## config.mk

```make
export PLATFORM = sky130hd
export DESIGN_NAME = div64_result_stage_flat
export DESIGN_NICKNAME = d
export VERILOG_FILES = /design/src/rtl/div64_result_if.sv /design/src/rtl/div64_result_stage.sv /design/src/flat_wrapper.sv
export SDC_FILE = /design/constraint.sdc
export NUM_CORES = 1
export LEC_CHECK = 0
export CAP_MARGIN = 10
export CORE_ASPECT_RATIO = 0.9
export CORE_UTILIZATION = 50
export CTS_CLUSTER_SIZE = 8
export DETAILED_ROUTE_END_ITERATION = 16
export PLACE_DENSITY_LB_ADDON = 0.3
export REMOVE_ABC_BUFFERS = 1
export SYNTH_ARGS = -nofsm -noshare
export SYNTH_HDL_FRONTEND = slang
export SYNTH_SLANG_ARGS = --single-unit
```

## constraint.sdc

```tcl
create_clock -name clk -period 6.2 [get_ports clk]
set_input_delay 1.24 -clock clk [delete_from_list [all_inputs] [get_ports clk]]
set_output_delay 1.24 -clock clk [all_outputs]
set_load 0.01 [all_outputs]
```

## src/rtl/div64_result_if.sv

```systemverilog
// ---------------------------------------------------------------------------
// div64_result_if
// Handshake bundle between divider post-processing, the result stage and
// writeback.
//   flush                        pipeline kill toward the result stage
//   in_valid / in_ready          operand handshake (accept = valid & ready)
//   in_q, in_rem                 unsigned quotient / remainder magnitudes
//   in_op, in_word               funct3[1:0] op select, W (32-bit) variant
//   in_neg_q, in_neg_rem         sign fix-up requests
//   in_div_zero, in_overflow     override conditions
//   in_dividend, in_tag          original dividend, destination tag
//   out_valid / out_ready        result handshake (pop = valid & ready)
//   out_data, out_tag            head-of-buffer result and its tag
// Modports: slave = result stage, master = producer/consumer side.
// ---------------------------------------------------------------------------
interface div64_result_if #(
    parameter int TAG_W = 5
);
    logic             flush;
    logic             in_valid;
    logic             in_ready;
    logic [63:0]      in_q;
    logic [63:0]      in_rem;
    logic [1:0]       in_op;
    logic             in_word;
    logic             in_neg_q;
    logic             in_neg_rem;
    logic             in_div_zero;
    logic             in_overflow;
    logic [63:0]      in_dividend;
    logic [TAG_W-1:0] in_tag;
    logic             out_valid;
    logic             out_ready;
    logic [63:0]      out_data;
    logic [TAG_W-1:0] out_tag;

    modport slave (
        input  flush, in_valid, in_q, in_rem, in_op, in_word, in_neg_q,
               in_neg_rem, in_div_zero, in_overflow, in_dividend, in_tag,
               out_ready,
        output in_ready, out_valid, out_data, out_tag
    );

    modport master (
        output flush, in_valid, in_q, in_rem, in_op, in_word, in_neg_q,
               in_neg_rem, in_div_zero, in_overflow, in_dividend, in_tag,
               out_ready,
        input  in_ready, out_valid, out_data, out_tag
    );
endinterface

```

## src/rtl/div64_result_stage.sv

```systemverilog
// ---------------------------------------------------------------------------
// div64_result_stage
// Final stage of the 64-bit radix-4 divider. Applies RISC-V sign fix-up, op
// select, divide-by-zero / overflow overrides and W sign-extension, then holds
// results in a 2-entry in-order output buffer toward writeback. Outputs come
// straight from registers, so there is no combinational in_* -> out_* path.
// Ports:
//   clk   clock
//   rst   synchronous reset, active-high (drops all entries like flush)
//   bus   div64_result_if.slave (flush, in_* handshake, out_* handshake)
// Configuration macro:
//   DIV_RES_PIPE_EN  when defined, the result is registered in one extra
//                    pending stage before the buffer write (latency 2);
//                    otherwise the compute feeds the buffer directly
//                    (latency 1).
// ---------------------------------------------------------------------------
module div64_result_stage #(
    parameter int TAG_W = 5
) (
    input logic            clk,
    input logic            rst,
    div64_result_if.slave  bus
);

    function automatic logic [63:0] sext_word(input logic [63:0] x);
        return {{32{x[31]}}, x[31:0]};
    endfunction

    // op[1] selects remainder; overrides take priority over the negated value
    function automatic logic [63:0] compute_result(
        input logic [63:0] q,
        input logic [63:0] rem,
        input logic [1:0]  op,
        input logic        word,
        input logic        neg_q,
        input logic        neg_rem,
        input logic        div_zero,
        input logic        overflow,
        input logic [63:0] dividend
    );
        logic [63:0] mag;
        logic        neg;
        logic [63:0] v;
        mag = op[1] ? rem : q;
        neg = op[1] ? neg_rem : neg_q;
        v   = neg ? (~mag + 64'd1) : mag;
        if (div_zero) begin
            v = op[1] ? dividend : {64{1'b1}};
        end else if (overflow) begin
            v = op[1] ? 64'd0 : dividend;
        end else begin
            v = v;
        end
        return word ? sext_word(v) : v;
    endfunction

    logic [1:0]       count_r;
    logic [1:0]       count_nxt_s;
    logic             out_valid_r;
    logic [63:0]      data0_r, data1_r;
    logic [TAG_W-1:0] tag0_r, tag1_r;

    logic             in_ready_s;
    logic             accept_s;
    logic             pop_s;
    logic [63:0]      result_s;
    logic             pending_s;
    logic             wr_en_s;
    logic [63:0]      wr_data_s;
    logic [TAG_W-1:0] wr_tag_s;

    // Credit check uses registered state only; buffered plus in-flight < 2
    always_comb begin
        in_ready_s = (({1'b0, count_r} + {2'b00, pending_s}) < 3'd2);
        accept_s   = bus.in_valid & in_ready_s;
        pop_s      = out_valid_r & bus.out_ready;
        result_s   = compute_result(bus.in_q, bus.in_rem, bus.in_op, bus.in_word,
                                    bus.in_neg_q, bus.in_neg_rem, bus.in_div_zero,
                                    bus.in_overflow, bus.in_dividend);
    end

`ifdef DIV_RES_PIPE_EN
    logic             pend_valid_r;
    logic [63:0]      pend_data_r;
    logic [TAG_W-1:0] pend_tag_r;

    // Pending compute stage; flush/reset kill the in-flight result
    always_ff @(posedge clk) begin
        if (rst || bus.flush) begin
            pend_valid_r <= 1'b0;
            pend_data_r  <= 64'd0;
            pend_tag_r   <= '0;
        end else begin
            pend_valid_r <= accept_s;
            if (accept_s) begin
                pend_data_r <= result_s;
                pend_tag_r  <= bus.in_tag;
            end else begin
                pend_data_r <= pend_data_r;
                pend_tag_r  <= pend_tag_r;
            end
        end
    end

    // Buffer write port is fed from the pending stage
    always_comb begin
        pending_s = pend_valid_r;
        wr_en_s   = pend_valid_r;
        wr_data_s = pend_data_r;
        wr_tag_s  = pend_tag_r;
    end
`else
    // Buffer write port is fed directly by the compute
    always_comb begin
        pending_s = 1'b0;
        wr_en_s   = accept_s;
        wr_data_s = result_s;
        wr_tag_s  = bus.in_tag;
    end
`endif

    // Next occupancy; a write never targets a full buffer unless it also pops
    always_comb begin
        count_nxt_s = count_r;
        case ({wr_en_s, pop_s})
            2'b10:   count_nxt_s = (count_r == 2'd2) ? count_r : count_r + 2'd1;
            2'b01:   count_nxt_s = count_r - 2'd1;
            default: count_nxt_s = count_r;
        endcase
    end

    // Shift-style 2-entry buffer: entry 0 is always the head
    always_ff @(posedge clk) begin
        if (rst) begin
            count_r     <= 2'd0;
            out_valid_r <= 1'b0;
            data0_r     <= 64'd0;
            data1_r     <= 64'd0;
            tag0_r      <= '0;
            tag1_r      <= '0;
        end else if (bus.flush) begin
            count_r     <= 2'd0;
            out_valid_r <= 1'b0;
        end else begin
            count_r     <= count_nxt_s;
            out_valid_r <= (count_nxt_s != 2'd0);
            case ({wr_en_s, pop_s})
                2'b10: begin
                    if (count_r == 2'd0) begin
                        data0_r <= wr_data_s;
                        tag0_r  <= wr_tag_s;
                    end else if (count_r == 2'd1) begin
                        data1_r <= wr_data_s;
                        tag1_r  <= wr_tag_s;
                    end else begin
                        data1_r <= data1_r;
                    end
                end
                2'b01: begin
                    data0_r <= data1_r;
                    tag0_r  <= tag1_r;
                end
                2'b11: begin
                    if (count_r == 2'd2) begin
                        data0_r <= data1_r;
                        tag0_r  <= tag1_r;
                        data1_r <= wr_data_s;
                        tag1_r  <= wr_tag_s;
                    end else begin
                        data0_r <= wr_data_s;
                        tag0_r  <= wr_tag_s;
                    end
                end
                default: begin
                    data0_r <= data0_r;
                end
            endcase
        end
    end

    assign bus.in_ready  = in_ready_s;
    assign bus.out_valid = out_valid_r;
    assign bus.out_data  = data0_r;
    assign bus.out_tag   = tag0_r;

endmodule

```

## src/flat_wrapper.sv

```systemverilog
// flat-port wrapper written by rule: the top's interface ports become plain ports
module div64_result_stage_flat 
#(
    parameter int TAG_W = 5
)
  (clk, rst, bus_flush, bus_in_valid, bus_in_q, bus_in_rem, bus_in_op, bus_in_word, bus_in_neg_q, bus_in_neg_rem, bus_in_div_zero, bus_in_overflow, bus_in_dividend, bus_in_tag, bus_out_ready, bus_in_ready, bus_out_valid, bus_out_data, bus_out_tag);
  div64_result_if #(.TAG_W(TAG_W)) bus_i ();
  input logic clk;
  input logic rst;
  input wire logic [$bits(bus_i.flush)-1:0] bus_flush;
  input wire logic [$bits(bus_i.in_valid)-1:0] bus_in_valid;
  input wire logic [$bits(bus_i.in_q)-1:0] bus_in_q;
  input wire logic [$bits(bus_i.in_rem)-1:0] bus_in_rem;
  input wire logic [$bits(bus_i.in_op)-1:0] bus_in_op;
  input wire logic [$bits(bus_i.in_word)-1:0] bus_in_word;
  input wire logic [$bits(bus_i.in_neg_q)-1:0] bus_in_neg_q;
  input wire logic [$bits(bus_i.in_neg_rem)-1:0] bus_in_neg_rem;
  input wire logic [$bits(bus_i.in_div_zero)-1:0] bus_in_div_zero;
  input wire logic [$bits(bus_i.in_overflow)-1:0] bus_in_overflow;
  input wire logic [$bits(bus_i.in_dividend)-1:0] bus_in_dividend;
  input wire logic [$bits(bus_i.in_tag)-1:0] bus_in_tag;
  input wire logic [$bits(bus_i.out_ready)-1:0] bus_out_ready;
  output wire logic [$bits(bus_i.in_ready)-1:0] bus_in_ready;
  output wire logic [$bits(bus_i.out_valid)-1:0] bus_out_valid;
  output wire logic [$bits(bus_i.out_data)-1:0] bus_out_data;
  output wire logic [$bits(bus_i.out_tag)-1:0] bus_out_tag;
  assign bus_i.flush = bus_flush;
  assign bus_i.in_valid = bus_in_valid;
  assign bus_i.in_q = bus_in_q;
  assign bus_i.in_rem = bus_in_rem;
  assign bus_i.in_op = bus_in_op;
  assign bus_i.in_word = bus_in_word;
  assign bus_i.in_neg_q = bus_in_neg_q;
  assign bus_i.in_neg_rem = bus_in_neg_rem;
  assign bus_i.in_div_zero = bus_in_div_zero;
  assign bus_i.in_overflow = bus_in_overflow;
  assign bus_i.in_dividend = bus_in_dividend;
  assign bus_i.in_tag = bus_in_tag;
  assign bus_i.out_ready = bus_out_ready;
  assign bus_in_ready = bus_i.in_ready;
  assign bus_out_valid = bus_i.out_valid;
  assign bus_out_data = bus_i.out_data;
  assign bus_out_tag = bus_i.out_tag;
  div64_result_stage #(.TAG_W(TAG_W)) u_core (.clk(clk), .rst(rst), .bus(bus_i));
endmodule
```

==> out/qor.json <==
{
  "outcome": {
    "run_status": "completed"
  },
  "routing": {
    "routed_via_density": 6.58,
    "met1_length_mm": 16.2,
    "wirelength_mm": 39.5,
    "drc": 0,
    "topRoutingLayerUsed": "met4",
    "dr_total_vias": 12300,
    "drtIter0Drc": 1287,
    "drtPass1Iterations": 9,
    "amount_of_wire_on_met2_after_detailed_routing_mm": 17.7,
    "wire_per_inst_microns": 21.2,
    "route.antenna.remaining_nets": 0,
    "met3RoutedLength_mm": 4.44
  },
  "grt": {
    "first_global_vias": 11000,
    "grt_remaining_overflow": 0,
    "grt_usage": 0.364,
    "grt_max_degree": 121,
    "grt_first_pass_wirelength_mm": 61.2,
    "antenna_found_initial": 5
  },
  "sta": {
    "setup-violations-final": 0,
    "unrepaired_setup_endpoints_after_global_routing": "false",
    "final.setup.tns_ps": 0,
    "slew_headroom": 0.213,
    "fmax_ghz": 0.197,
    "post-route-min-period_ps": 5070,
    "worst_pin_slew_ps": 1160,
    "drv_slew": 0,
    "final.period_utilization": 0.818,
    "layout_skew_ps": 8.19,
    "final_hold_viol_count": 0
  },
  "die": {
    "area_of_the_die_sq_um": 21300,
    "chipWidth_microns": 154,
    "floorplan.initialDensity": 0.515,
    "fp-row-count": 49,
    "num_io_pins": 280,
    "dieHeight_microns": 138,
    "core_area_sq_um": 20100
  },
  "clock_tree": {
    "ctsResizeCount": 0,
    "worstSkewPairLatency_ps": 430,
    "cts_post_setup_buffers_inserted": 0,
    "clock_pin_slew_on_the_worst_setup_and_hold_paths_ps": 70,
    "clock_tree.root_cell": "sky130_fd_sc_hd__clkbuf_16",
    "max-clock-path-buffers": 2,
    "numClockSinks": 141,
    "h-tree-depth": 4,
    "cts_tree": "built",
    "postCtsHoldBufs": 0,
    "number_of_buffers_created_by_cts": 17
  },
  "yosys": {
    "synthDominantCellAreaShare": 0.273,
    "post-synth-top-count-cell": "sky130_fd_sc_hd__nor2_1",
    "synth.lib_cells_used.distinct": 72,
    "async_reset_ff_frac": 0,
    "ys_dominant_reg_cell": "sky130_fd_sc_hd__dfxtp_1",
    "post_synth_most_frequent_cells": "sky130_fd_sc_hd__nor2_1 (169), sky130_fd_sc_hd__a21oi_1 (147), sky130_fd_sc_hd__dfxtp_1 (141), sky130_fd_sc_hd__o21ai_0 (121), sky130_fd_sc_hd__nand2_1 (99)",
    "ys_ff_latch": 141,
    "sequential_area_share_after_synthesis": 0.273,
    "yosys_warnings": 0,
    "post_synth_inst_count": 1393,
    "netlist_area_sq_um": 10300,
    "post-synth-top-area-cell": "sky130_fd_sc_hd__dfxtp_1",
    "syn_area_per_cell_sq_um": 7.43,
    "yosys-top-cells-area": "sky130_fd_sc_hd__dfxtp_1 (27%), sky130_fd_sc_hd__a21oi_1 (7.1%), sky130_fd_sc_hd__mux2i_1 (6.2%), sky130_fd_sc_hd__nor2_1 (6.1%), sky130_fd_sc_hd__o21ai_0 (5.9%)",
    "synth-edff-count": 0
  },
  "critical_path": {
    "r2r_cells": 8,
    "r2r-end": "u_core.bus.out_data[56]$_SDFFE_PP0P_",
    "timing.critical_path.max_delay_family": "compound AO/OA/AOI/OAI gates",
    "crit_type": "in -> reg",
    "crit_path_start": "bus_in_op[1]",
    "timing.reg2reg.setup_slack_ps": 2950,
    "r2r_start": "u_core.bus.out_valid$_SDFF_PP0_",
    "timing.critical_path.from_type": "input port",
    "timing.critical_path.required_ps": 6570,
    "timing.critical_path.arrival_ps": 5440,
    "critical_path.cell_chain": "buf_6 -> or4b_1 -> a222oi_1 -> nand3_2 -> nor4_2 -> a31oi_1 -> a2111oi_0 -> a311o_1",
    "largest_driver_fanout_on_the_critical_path": 120,
    "crit_slowest_cell": "sky130_fd_sc_hd__a222oi_1",
    "worstSetupPathDepth": 8,
    "crit_path_end_kind": "register",
    "crit_buf_inv": 1,
    "cp_slowest_stage_delay_ps": 870
  },
  "power_and_ir_drop": {
    "total_leakage_power_uw": 0.00490,
    "power.density_nw_per_um2": 210,
    "total_power_draw_uw": 2880,
    "vdd_ir_drop_max_v": 0.000168
  },
  "layout": {
    "nets": 1806,
    "area.growth.synth_to_final_pct": 32.4,
    "filler_cell_count": 1755,
    "drive_above_1_share": 0.0693
  },
  "placement": {
    "place.port_buffers": 278,
    "detailedPlacementHpwl_mm": 28.1,
    "finalWeightedCongestion": 0.966
  },
  "hold_path": {
    "hold_end": "u_core.tag1_r[1]$_SDFFE_PP0P_",
    "hold_start": "u_core.tag1_r[1]$_SDFFE_PP0P_",
    "timing.hold.worst_path_depth": 2,
    "hp-class": "reg -> reg"
  },
  "job": {
    "cap_violations": 0
  }
}
==> where the power goes <==
part / switching [uW] / internal [uW] / total [uW]
logic: 475 / 400 / 875
clock network: 448 / 531 / 979
registers: 42.2 / 986 / 1030
total: 965 / 1920 / 2880
==> per-layer routing <==
| layer | global-route usage | up-vias |
|---|---|---|
| li1 | - | 5670 |
| met1 | 0.499 | 5697 |
| met2 | 0.548 | 795 |
| met3 | 0.0762 | 92 |
| met4 | 0.159 | 0 |
| met5 | 0 | - |
==> cell usage in the layout, fill, tap and decap left out, types with 18 or more instances in the layout <==
cell type	instances
sky130_fd_sc_hd__dfxtp_1	141
sky130_fd_sc_hd__nor3_1	49
sky130_fd_sc_hd__o22ai_1	18
sky130_fd_sc_hd__a211oi_1	29
sky130_fd_sc_hd__xnor2_1	27
sky130_fd_sc_hd__a21oi_1	147
sky130_fd_sc_hd__nand3_1	19
sky130_fd_sc_hd__o21ai_0	121
sky130_fd_sc_hd__or3_1	22
sky130_fd_sc_hd__buf_4	27
sky130_fd_sc_hd__nand2_1	99
sky130_fd_sc_hd__mux2i_1	63
sky130_fd_sc_hd__nor2_1	166
sky130_fd_sc_hd__xor2_1	22
sky130_fd_sc_hd__a31oi_1	20
sky130_fd_sc_hd__clkdlybuf4s50_1	274
sky130_fd_sc_hd__a221oi_1	56
==> final cells by class <==
| cell class | instances | area (sq um) | share of cell area |
|---|---|---|---|
| antenna | 6 | 15.0 | 0.00110 |
| clock buffer | 19 | 443 | 0.0323 |
| clock inverter | 13 | 108 | 0.00785 |
| inverter | 11 | 41.3 | 0.00301 |
| multi-input combinational | 1113 | 6990 | 0.510 |
| sequential | 141 | 2820 | 0.206 |
| tap | 255 | 319 | 0.0233 |
| timing repair buffer | 304 | 2970 | 0.216 |
==> registers in the layout, indices dropped and copies added (netlist names) <==
signal,flops
u_core.bus.out_data,64
u_core.bus.out_tag,5
u_core.bus.out_valid,1
u_core.count_r,2
u_core.data1_r,64
u_core.tag1_r,5
==> worst max path at each step <==
stage	slack, ps	to
floorplan	1650	u_core.data1_r[58]$_SDFFE_PP0P_
global placement	1000	u_core.bus.out_data[63]$_SDFFE_PP0P_
detailed placement	940	u_core.data1_r[63]$_SDFFE_PP0P_
CTS	1380	u_core.data1_r[63]$_SDFFE_PP0P_
global route	1050	u_core.bus.out_data[49]$_SDFFE_PP0P_
finish	1130	u_core.data1_r[63]$_SDFFE_PP0P_
==> kinds of logic after synthesis <==
group	after synthesis	share of synthesized area
fa+ha+maj	9	0.0109
compound gates	523	0.332
mux	74	0.0728
xor+xnor	49	0.0415
buf+inv	139	0.0540
flops	141	0.273
simple gates	458	0.216
==> metrics by stage <==
stage                     area (sq um)  setup slack, ps  hold slack [ps]   util  std cells
after floorplan                   9830             1650              426      -       1265
after global placement           13100             1000              438  0.653       1824
after detailed placement         13100              944              449  0.653       1824
after CTS                        13700             1380              458  0.681       1856
after global routing             13700             1050              471  0.681       1861
final                            13700             1130              457  0.681       1862
==> worst reg2reg max path: cells and delay by family (launching register included) <==
family,cells,cell delay (ps)
AND/OR/NAND/NOR,3,1270
AO/OA/AOI/OAI,3,1170
flip-flops,1,320
adder cells (fa/ha/maj),1,230
buffers and inverters,1,190
(Power assumes the default switching activity.)
==> variant, RTL diff (same settings) <==
`TAG_W` is set to 5 in 3 places; all go to 6.
--- a/src/rtl/div64_result_if.sv
+++ b/src/rtl/div64_result_if.sv
@@ -14,7 +14,7 @@
 // Modports: slave = result stage, master = producer/consumer side.
 // ---------------------------------------------------------------------------
 interface div64_result_if #(
-    parameter int TAG_W = 5
+    parameter int TAG_W = 6
 );
     logic             flush;
     logic             in_valid;
--- a/src/rtl/div64_result_stage.sv
+++ b/src/rtl/div64_result_stage.sv
@@ -15,7 +15,7 @@
 //                    (latency 1).
 // ---------------------------------------------------------------------------
 module div64_result_stage #(
-    parameter int TAG_W = 5
+    parameter int TAG_W = 6
 ) (
     input logic            clk,
     input logic            rst,
--- a/src/flat_wrapper.sv
+++ b/src/flat_wrapper.sv
@@ -1,7 +1,7 @@
 // flat-port wrapper written by rule: the top's interface ports become plain ports
 module div64_result_stage_flat 
 #(
-    parameter int TAG_W = 5
+    parameter int TAG_W = 6
 )
   (clk, rst, bus_flush, bus_in_valid, bus_in_q, bus_in_rem, bus_in_op, bus_in_word, bus_in_neg_q, bus_in_neg_rem, bus_in_div_zero, bus_in_overflow, bus_in_dividend, bus_in_tag, bus_out_ready, bus_in_ready, bus_out_valid, bus_out_data, bus_out_tag);
   div64_result_if #(.TAG_W(TAG_W)) bus_i ();
Interface: changed (resized bus_in_tag and bus_out_tag); port bits go from 280 to 282. No check against the original RTL was run, so the function may have changed too.
==> variant against the original RTL <==
  * Power up 5.7%
  * Worst setup slack better by 0.20 ns
  * Critical path type unchanged
  * Core utilization up 0.69 points
  * Largest power group is now clock
  * Synthesized cell count up 0.79%
  * Routed wire length down 2.7%
  * Critical endpoint is now u_core.data1_r[61]$_SDFFE_PP0P_
  * Synthesized area about the same
  * Sequential share of layout area up 0.083 points
  * Die area about the same
  * Cell area up 1.0%
  * Sequential cell count up 2
  * Cell count up 0.59%
==> variant: results (changes against the original RTL) <==
sequential share of power=0.342 (-0.015); Net Sw Power=0.000962 W (-0.37%); routability cong.=0.953 (-1.4%); worst hold slack=0.454 ns (-0.00236 ns); top post-synthesis cells by count=nor2_1 (193), a21oi_1 (157), dfxtp_1 (143), nand2_1 (107), clkbuf_1 (97); worst hold path type=register to register; register area share after synthesis=0.277 (+0.00410); status=completed; setup TNS=0 ns (unchanged); Reg2Reg Setup Slack=3.26 ns (+0.31 ns); layout cells sized above 1=0.0644 (-0.00494); First DRT Iteration DRCs=1273 (-1.1%); DP Area=13200 sq um (+0.49%); Clock power frac=0.370 (+0.030); Slew HR=0.349 (+0.136); number of antenna violations at the first check in global routing=3 (-2); M1 GR Usage=0.466 (-0.0324); peak supply drop=208 uV (+24%); GR Util met3=0.0784 (+0.00219); first-pass GRT wire length=59.4 mm (-2.9%); WL/cell=20.5 um (-3.3%); Pleak=4.90 nW (about the same); worst reg-to-reg path cell count=11 (+3); Synth async-reset ratio=0 (unchanged); routed wire length=38.4 mm (-2.7%); FF-to-FF Start=u_core.count_r[1]$_SDFF_PP0_; dpl ws=1.06 ns (+0.113 ns); wl on met1=15.7 mm (-2.9%); vias in the first global route=11200 (+1.7%); Vias/cell=6.56 (-0.31%); CP arrival=5.23 ns (-0.21 ns); cell count after synthesis=1404 (+0.79%); worst hold endpoint=u_core.data1_r[36]$_SDFFE_PP0P_; hold path cells=2 (unchanged); top cells by area, synth=dfxtp_1 (28%), a21oi_1 (7.6%), nor2_1 (7.0%); Hold Crit Start=u_core.data1_r[36]$_SDFFE_PP0P_; nets@finish=1821 (+0.83%); Overall Global Routing Usage=0.351 (-0.0124); Worst Skew=0.00765 ns (-0.000541 ns); Worst Path Max Fanout=91 (-24%); Met2 Wirelength=17.3 mm (-2.3%); Fmax=205 MHz (+4.1%); largest net degree at the start of global routing=92 (-24%); Fill cells=1709 (-2.6%); met2 track demand over resource=0.546 (-0.00215); Netlist cell types=77 (+6.9%); metal3 WL=4.02 mm (-9.4%)
## variant: cells by family (layout without fill, tap and decap cells)
| kind of cell | count (synthesis) | after routing | share of synthesized area |
|---|---|---|---|
| flip-flops | 143 | 143 | 0.277 |
| XOR/XNOR | 50 | 50 | 0.0424 |
| AO/OA/AOI/OAI | 483 | 483 | 0.311 |
| multiplexers | 69 | 69 | 0.0678 |
| buffers and inverters | 134 | 345 | 0.0508 |
| other | 0 | 3 | 0 |
| AND/OR/NAND/NOR | 516 | 516 | 0.240 |
| adder cells (fa/ha/maj) | 9 | 9 | 0.0109 |
## variant: worst max-delay path by stage
stage | depth (start not counted) | to | from
after floorplan | 7 | u_core.bus.out_data[57]$_SDFFE_PP0P_ | bus_in_valid
after global placement | 10 | u_core.data1_r[56]$_SDFFE_PP0P_ | bus_in_op[1]
after detailed placement | 10 | u_core.data1_r[56]$_SDFFE_PP0P_ | bus_in_op[1]
after CTS | 10 | u_core.data1_r[56]$_SDFFE_PP0P_ | bus_in_op[1]
after global routing | 10 | u_core.bus.out_data[57]$_SDFFE_PP0P_ | bus_in_op[1]
final | 11 | u_core.data1_r[61]$_SDFFE_PP0P_ | bus_in_op[1]
## variant: cell type report
type | count | area [sq um] | area share
inverter | 7 | 26.3 | 0.00190
multi-input combinational | 1127 | 7010 | 0.506
tap | 255 | 319 | 0.0230
clock inverter | 14 | 203 | 0.0146
clock buffer | 18 | 429 | 0.0310
antenna | 3 | 7.51 | 0.000542
timing repair buffer | 306 | 2990 | 0.216
sequential | 143 | 2860 | 0.207
## variant: critical path: stages
cell and delay (ns):
buf_6 0.52, buf_4 0.42, nor4b_1 0.43, o21a_1 0.42, nand4_2 0.36, buf_4 0.30, nor3_1 0.46, a41oi_1 0.20
o31ai_1 0.51, nand3_1 0.13, a21oi_1 0.17
